File: src/rtl/err_metric_acc.sv
// Error-metric collector for the approximate multiplier: accumulates ED sum, max ED
// and erroneous-product count over a programmed window, then pulses done.
module err_metric_acc #(
   parameter int PW = 16,
   parameter int NW = 16,
   parameter int SW = PW + NW
) (
   input  logic          clk,
   input  logic          rst_n,
   input  logic          start,
   input  logic [NW-1:0] n_samples,
   input  logic          in_valid,
   output logic          in_ready,
   input  logic [PW-1:0] prod_apx,
   input  logic [PW-1:0] prod_exact,
   output logic          busy,
   output logic          done,
   output logic [SW-1:0] sum_ed,
   output logic [PW-1:0] max_ed,
   output logic [NW-1:0] err_cnt,
   output logic [NW-1:0] acc_cnt
);

   typedef enum logic [1:0] {IDLE, RUN, DRAIN, DONE} state_t;

   state_t        state;
   logic [NW-1:0] n_lat;
   logic          drain_cnt;
   logic          hs;
   logic          start_ok;

   logic          vld_p1, vld_p2;
   logic [PW-1:0] ed_p1, ed_p2;
   logic          ne_p1, ne_p2;

   // Larger minus smaller keeps the unsigned difference from ever wrapping.
   function automatic logic [PW-1:0] abs_diff(input logic [PW-1:0] a, input logic [PW-1:0] b);
      abs_diff = (a >= b) ? (a - b) : (b - a);
   endfunction

   function automatic logic [PW-1:0] max_of(input logic [PW-1:0] a, input logic [PW-1:0] b);
      max_of = (a >= b) ? a : b;
   endfunction

   assign hs       = in_valid & in_ready;
   assign start_ok = (state == IDLE) & start;

   always_ff @(posedge clk or negedge rst_n) begin
      if (!rst_n) begin
         state     <= IDLE;
         n_lat     <= '0;
         drain_cnt <= 1'b0;
         in_ready  <= 1'b0;
         busy      <= 1'b0;
         done      <= 1'b0;
         acc_cnt   <= '0;
      end else begin
         case (state)
            IDLE: begin
               if (start) begin
                  n_lat   <= n_samples;
                  acc_cnt <= '0;
                  busy    <= 1'b1;
                  if (n_samples == '0) begin
                     state <= DONE;
                     done  <= 1'b1;
                  end else begin
                     state    <= RUN;
                     in_ready <= 1'b1;
                  end
               end
            end
            RUN: begin
               if (hs) begin
                  acc_cnt <= acc_cnt + NW'(1);
                  if (acc_cnt == n_lat - NW'(1)) begin
                     state     <= DRAIN;
                     in_ready  <= 1'b0;
                     drain_cnt <= 1'b0;
                  end
               end
            end
            DRAIN: begin
               // Two cycles let the last beat pass through both pipeline stages.
               if (drain_cnt) begin
                  state <= DONE;
                  done  <= 1'b1;
               end else begin
                  drain_cnt <= 1'b1;
               end
            end
            DONE: begin
               state <= IDLE;
               done  <= 1'b0;
               busy  <= 1'b0;
            end
            default: begin
               state    <= IDLE;
               in_ready <= 1'b0;
               busy     <= 1'b0;
               done     <= 1'b0;
            end
         endcase
      end
   end

   // Stage 1/2 valids
   always_ff @(posedge clk or negedge rst_n) begin
      if (!rst_n) begin
         vld_p1 <= 1'b0;
         vld_p2 <= 1'b0;
      end else if (start_ok) begin
         vld_p1 <= 1'b0;
         vld_p2 <= 1'b0;
      end else begin
         vld_p1 <= hs;
         vld_p2 <= vld_p1;
      end
   end

   // Stage 1: error distance and mismatch flag
   always_ff @(posedge clk) begin
      if (hs) begin
         ed_p1 <= abs_diff(prod_apx, prod_exact);
         ne_p1 <= (prod_apx != prod_exact);
      end
   end

   // Stage 2: hand the beat to the accumulators
   always_ff @(posedge clk) begin
      if (vld_p1) begin
         ed_p2 <= ed_p1;
         ne_p2 <= ne_p1;
      end
   end

   // Accumulate; SW = PW + NW bits cannot overflow for any window length.
   always_ff @(posedge clk or negedge rst_n) begin
      if (!rst_n) begin
         sum_ed  <= '0;
         max_ed  <= '0;
         err_cnt <= '0;
      end else if (start_ok) begin
         sum_ed  <= '0;
         max_ed  <= '0;
         err_cnt <= '0;
      end else if (vld_p2) begin
         sum_ed  <= sum_ed + SW'(ed_p2);
         max_ed  <= max_of(max_ed, ed_p2);
         err_cnt <= err_cnt + NW'(ne_p2);
      end
   end

endmodule
File: config.mk
export PLATFORM = sky130hd
export DESIGN_NAME = err_metric_acc
export DESIGN_NICKNAME = d
export VERILOG_FILES = /design/src/rtl/err_metric_acc.sv
export SDC_FILE = /design/constraint.sdc
export NUM_CORES = 1
export LEC_CHECK = 0
export ABC_AREA = 1
export BUFFER_PORTS_ARGS = -buffer_cell sky130_fd_sc_hd__buf_2
export CORE_MARGIN = 4
export CORE_UTILIZATION = 30
export DETAILED_ROUTE_END_ITERATION = 7
export GPL_ROUTABILITY_DRIVEN = 1
export PLACE_DENSITY = 0.48
export SETUP_SLACK_MARGIN = 0.02
export SLEW_MARGIN = 20
export SYNTH_ARGS = -nofsm -noshare
export SYNTH_HDL_FRONTEND = slang
export SYNTH_SLANG_ARGS = --single-unit
File: constraint.sdc
create_clock -name clk -period 1.8 [get_ports clk]
set_input_delay 0.36 -clock clk [delete_from_list [all_inputs] [get_ports clk]]
set_output_delay 0.36 -clock clk [all_outputs]
set_load 0.1 [all_outputs]
==> impl_metrics.tcl <==
set metrics [dict create \
    reg2reg_to "sum_ed[17]" \
    die_w_um 189 \
    syn_area_sq_um 9870 \
    worst_slew_pin_slew_ns 0.526 \
    die_area_sq_um 35900 \
    outcome "finished, violations left" \
    grt_max_degree 58 \
    wirelength_mm 32.6 \
    final_util_pct 48.7 \
    synthTopCellsByArea "dfrtp_1 (26%), nand2_1 (14%), edfxtp_1 (10%), ha_1 (9.0%), inv_1 (6.5%)" \
    cp-end-kind "flip-flop" \
    synth_seq_area_share_pct 36.7 \
    sequentialPowerShare_pct 21.2 \
    wl_per_cell_um 14.8 \
    gp_congestion 0.917 \
    cp_max_fo 4 \
    clk_latency_ns 0.43 \
    path_buf_inv 2 \
    area_growth_pct 60.3 \
    reg2reg_slack_ns -0.28 \
    crit_family "flip-flops" \
    initial_core_util_pct 30.4 \
    die_h_um 189 \
    criticalPathCategory "reg -> reg" \
    rsz0062_at_grt "true" \
    numCtsBuffers 17 \
    min_to "n_lat[10]" \
    r2r_cells 10 \
    skew_ns 0.0140 \
    ys_ff_latch 138 \
    cts.sinks 138 \
    grt_overflow 0 \
    synthCells 1348 \
    antenna_found_initial 0 \
    max_stage_delay_ns 0.50 \
    setup_viol 48 \
    p_sw_w 0.0115 \
    yosys_warnings 0 \
    hold_start "n_samples[10]" \
    cts_tree "yes" \
    detail_route.first_pass.iterations 5 \
    diodes 0 \
    slew_violations 0 \
    period_minus_slack_ns 2.08 \
    fillers 3156 \
    cellLeakagePower_nw 7.46 \
    ant_nets 0 \
    p_clk_share_pct 14.9 \
    synthFlopType "dfrtp_1" \
    vias 10200 \
    fin_nets 1870 \
    drc_errors 0 \
    period_share_pct 116 \
    ys_types 56 \
    ir_drop_v 0.00115 \
    htree_levels 4 \
    async_flop_share_pct 75.4 \
    power.internal_w 0.0122 \
    hp-class "in -> reg" \
    clkTransAtPathRegs_ns 0.06 \
    rows 66 \
    viasPerCell 4.64 \
    hold_viol_final 0 \
    regToRegStartpoint "ed_p2[7]" \
    port_buffers 134 \
    gr-usage-all-layers_pct 17.9 \
    final_cells 2199 \
    cp-start-kind "flip-flop" \
    powerDensity_nw_per_um2 1490 \
    dpl.hpwl_mm 25.0 \
    synth_top_area_share_pct 26.4 \
    whs_path_depth 3 \
    power_frac_comb_pct 63.9 \
    drt_iter0_drc 398 \
    grt_pass1_vias 10100 \
    arrival_ns 2.40 \
    root_buffer "clkbuf_16" \
    coreArea_sq_um 32500 \
    fmax_mhz 481 \
    pin_count 135 \
    violations "negative setup slack" \
    crit_required_ns 2.12 \
    clock_path_buffers 2 \
    critical_path.cell_chain "ha_4, buf_6, nand2_8, nor2_4, nand2_4, o311ai_4, buf_4, nand3_2, nand2_1, nor2_1" \
    cap_violations 0 \
    dp.cells 2120 \
    grt_pass1_wl_mm 51.9 \
    synth_edf_count 34 \
    timing.final.ws_setup_ns -0.281 \
    syn-num-nets 1474 \
    synth_area_leader_cell "dfrtp_1" \
    cp_slowest_cell "edfxtp_1" \
    p_sw_share_pct 48.5 \
    slew_headroom_pct 65.2 \
    drive_gt1_share_pct 48.8 \
    avgSynthCellArea_sq_um 7.32 \
]
[metrics by stage]
| stage | TNS (ns) | instance area (sq um) | total power, W | hold WS, ns | setup slack, ns |
|---|---|---|---|---|---|
| floorplan | -7.68 | 10600 | 0.0128 | 0.0644 | -0.291 |
| global placement | -16.69 | 13400 | 0.0169 | 0.381 | -0.414 |
| detailed placement | -17.92 | 13400 | 0.0169 | 0.379 | -0.465 |
| CTS | -7.05 | 14700 | 0.0219 | 0.130 | -0.270 |
| global route | -13.44 | 15800 | 0.0252 | 0.142 | -0.361 |
| finish | -8.01 | 15800 | 0.0236 | 0.160 | -0.281 |
[power groups by stage]
| stage | combinational [W] | clock, W | sequential [W] |
|---|---|---|---|
| floorplan | 0.00510 | 0 | 0.00765 |
| global placement | 0.0119 | 0 | 0.00498 |
| detailed placement | 0.0120 | 0 | 0.00499 |
| CTS | 0.0133 | 0.00363 | 0.00497 |
| global route | 0.0163 | 0.00377 | 0.00511 |
| finish | 0.0151 | 0.00352 | 0.00501 |
[worst min-delay path, cell delays in order]
cell and delay (ns):
buf_2 0.09, nand2_1 0.05, nand2_1 0.05
[cell usage after synthesis (3+ instances only)]
cell type,number
buf_2,7
clkbuf_2,8
nor4_1,6
o21bai_1,3
o21ai_1,7
a31oi_1,4
o31ai_1,3
a21o_1,4
dfrtp_1,104
nand3_1,69
nand2_2,7
and3_1,3
o21ai_0,91
nand4_1,27
inv_2,4
nand3b_1,6
nor3_1,29
inv_1,172
nand2_1,373
fa_1,3
edfxtp_1,34
o21ai_2,7
nor2_2,6
o211ai_1,3
a21oi_1,77
or2_2,5
o21a_1,6
nor3b_1,3
buf_4,3
xnor2_1,11
ha_1,71
clkbuf_1,13
nor2_1,119
xor2_1,28
[sequential cells by signal, indices dropped and copies added (netlist names)]
name and cells:
ed_p2 16, sum_ed 32, err_cnt 16, state 2, in_ready 1, done 1
max_ed 16, ne_p2 1, n_lat 16, drain_cnt 1, vld_p2 1, vld_p1 1
ne_p1 1, busy 1, ed_p1 16, acc_cnt 16
[cells by family after synthesis]
| group | share of synthesized area (%) |
|---|---|
| compound gates | 12.6 |
| flops | 36.7 |
| buf+inv | 8.60 |
| xor+xnor | 3.46 |
| simple gates | 29.1 |
| fa+ha+maj | 9.61 |
[placed cells by master (no fill, tap or decap), types with 7 or more instances in the layout]
cell type | Yosys | routed
clkbuf_16 | 0 | 19
o21ai_2 | 7 | 22
edfxtp_1 | 34 | 34
nand2_2 | 7 | 67
dfrtp_1 | 104 | 27
inv_2 | 4 | 22
xor2_1 | 28 | 25
nand3_2 | 2 | 26
nor3_2 | 2 | 7
o21ai_0 | 91 | 41
nor3_1 | 29 | 19
ha_4 | 0 | 34
xnor2_1 | 11 | 11
ha_1 | 71 | 31
a21oi_1 | 77 | 45
o21ai_1 | 7 | 36
nor2_4 | 1 | 24
nand3_1 | 69 | 41
a21oi_2 | 0 | 26
nand2_1 | 373 | 283
inv_1 | 172 | 150
nand2_4 | 0 | 28
buf_4 | 3 | 248
dfrtp_4 | 0 | 38
clkbuf_4 | 0 | 17
nand4_1 | 27 | 27
nor2_2 | 6 | 21
dfrtp_2 | 0 | 39
buf_2 | 7 | 109
buf_6 | 2 | 26
nor2_1 | 119 | 81
[routing by layer]
metal | vias up | global-route usage, % | wire length [um]
met5 | - | 0 | 0
met3 | 41 | 2.58 | 1100
met2 | 183 | 30.8 | 15800
met1 | 4775 | 23.4 | 14900
li1 | 5204 | - | -
met4 | 0 | 5.09 | 722
[area by class of cell]
type	instances	area (sq um)	area share (%)
Clock inverter	13	143	0.902
Inverter	178	693	4.38
Clock buffer	19	433	2.74
Timing Repair inverter	1	8.76	0.0554
Sequential cell	138	3810	24.1
Multi-Input combinational cell	998	7140	45.2
Timing Repair Buffer	410	3030	19.2
Tap cell	442	553	3.50
[worst max-delay path by stage]
stage                           start  slack (ns)  cells after the start    endpoint
final                        ed_p2[7]       -0.28                     10  sum_ed[17]
after global routing        ed_p2[15]       -0.36                     10  sum_ed[27]
after CTS                   ed_p2[15]       -0.27                     10  sum_ed[17]
after detailed placement  prod_apx[0]       -0.47                     14   ed_p1[12]
after global placement    prod_apx[9]       -0.41                     12   ed_p1[14]
after floorplan           prod_apx[0]       -0.29                     14    ed_p1[4]
[repair_timing]
action	CTS	global route
hold buffers	1	0
pin swaps	45	101
cloned	1	4
gates resized for setup	151	246
hold endpoints to repair	104	0
setup endpoints to repair	70	81
setup buffers	21	22
Note: power is estimated with default switching activity, not from simulation.
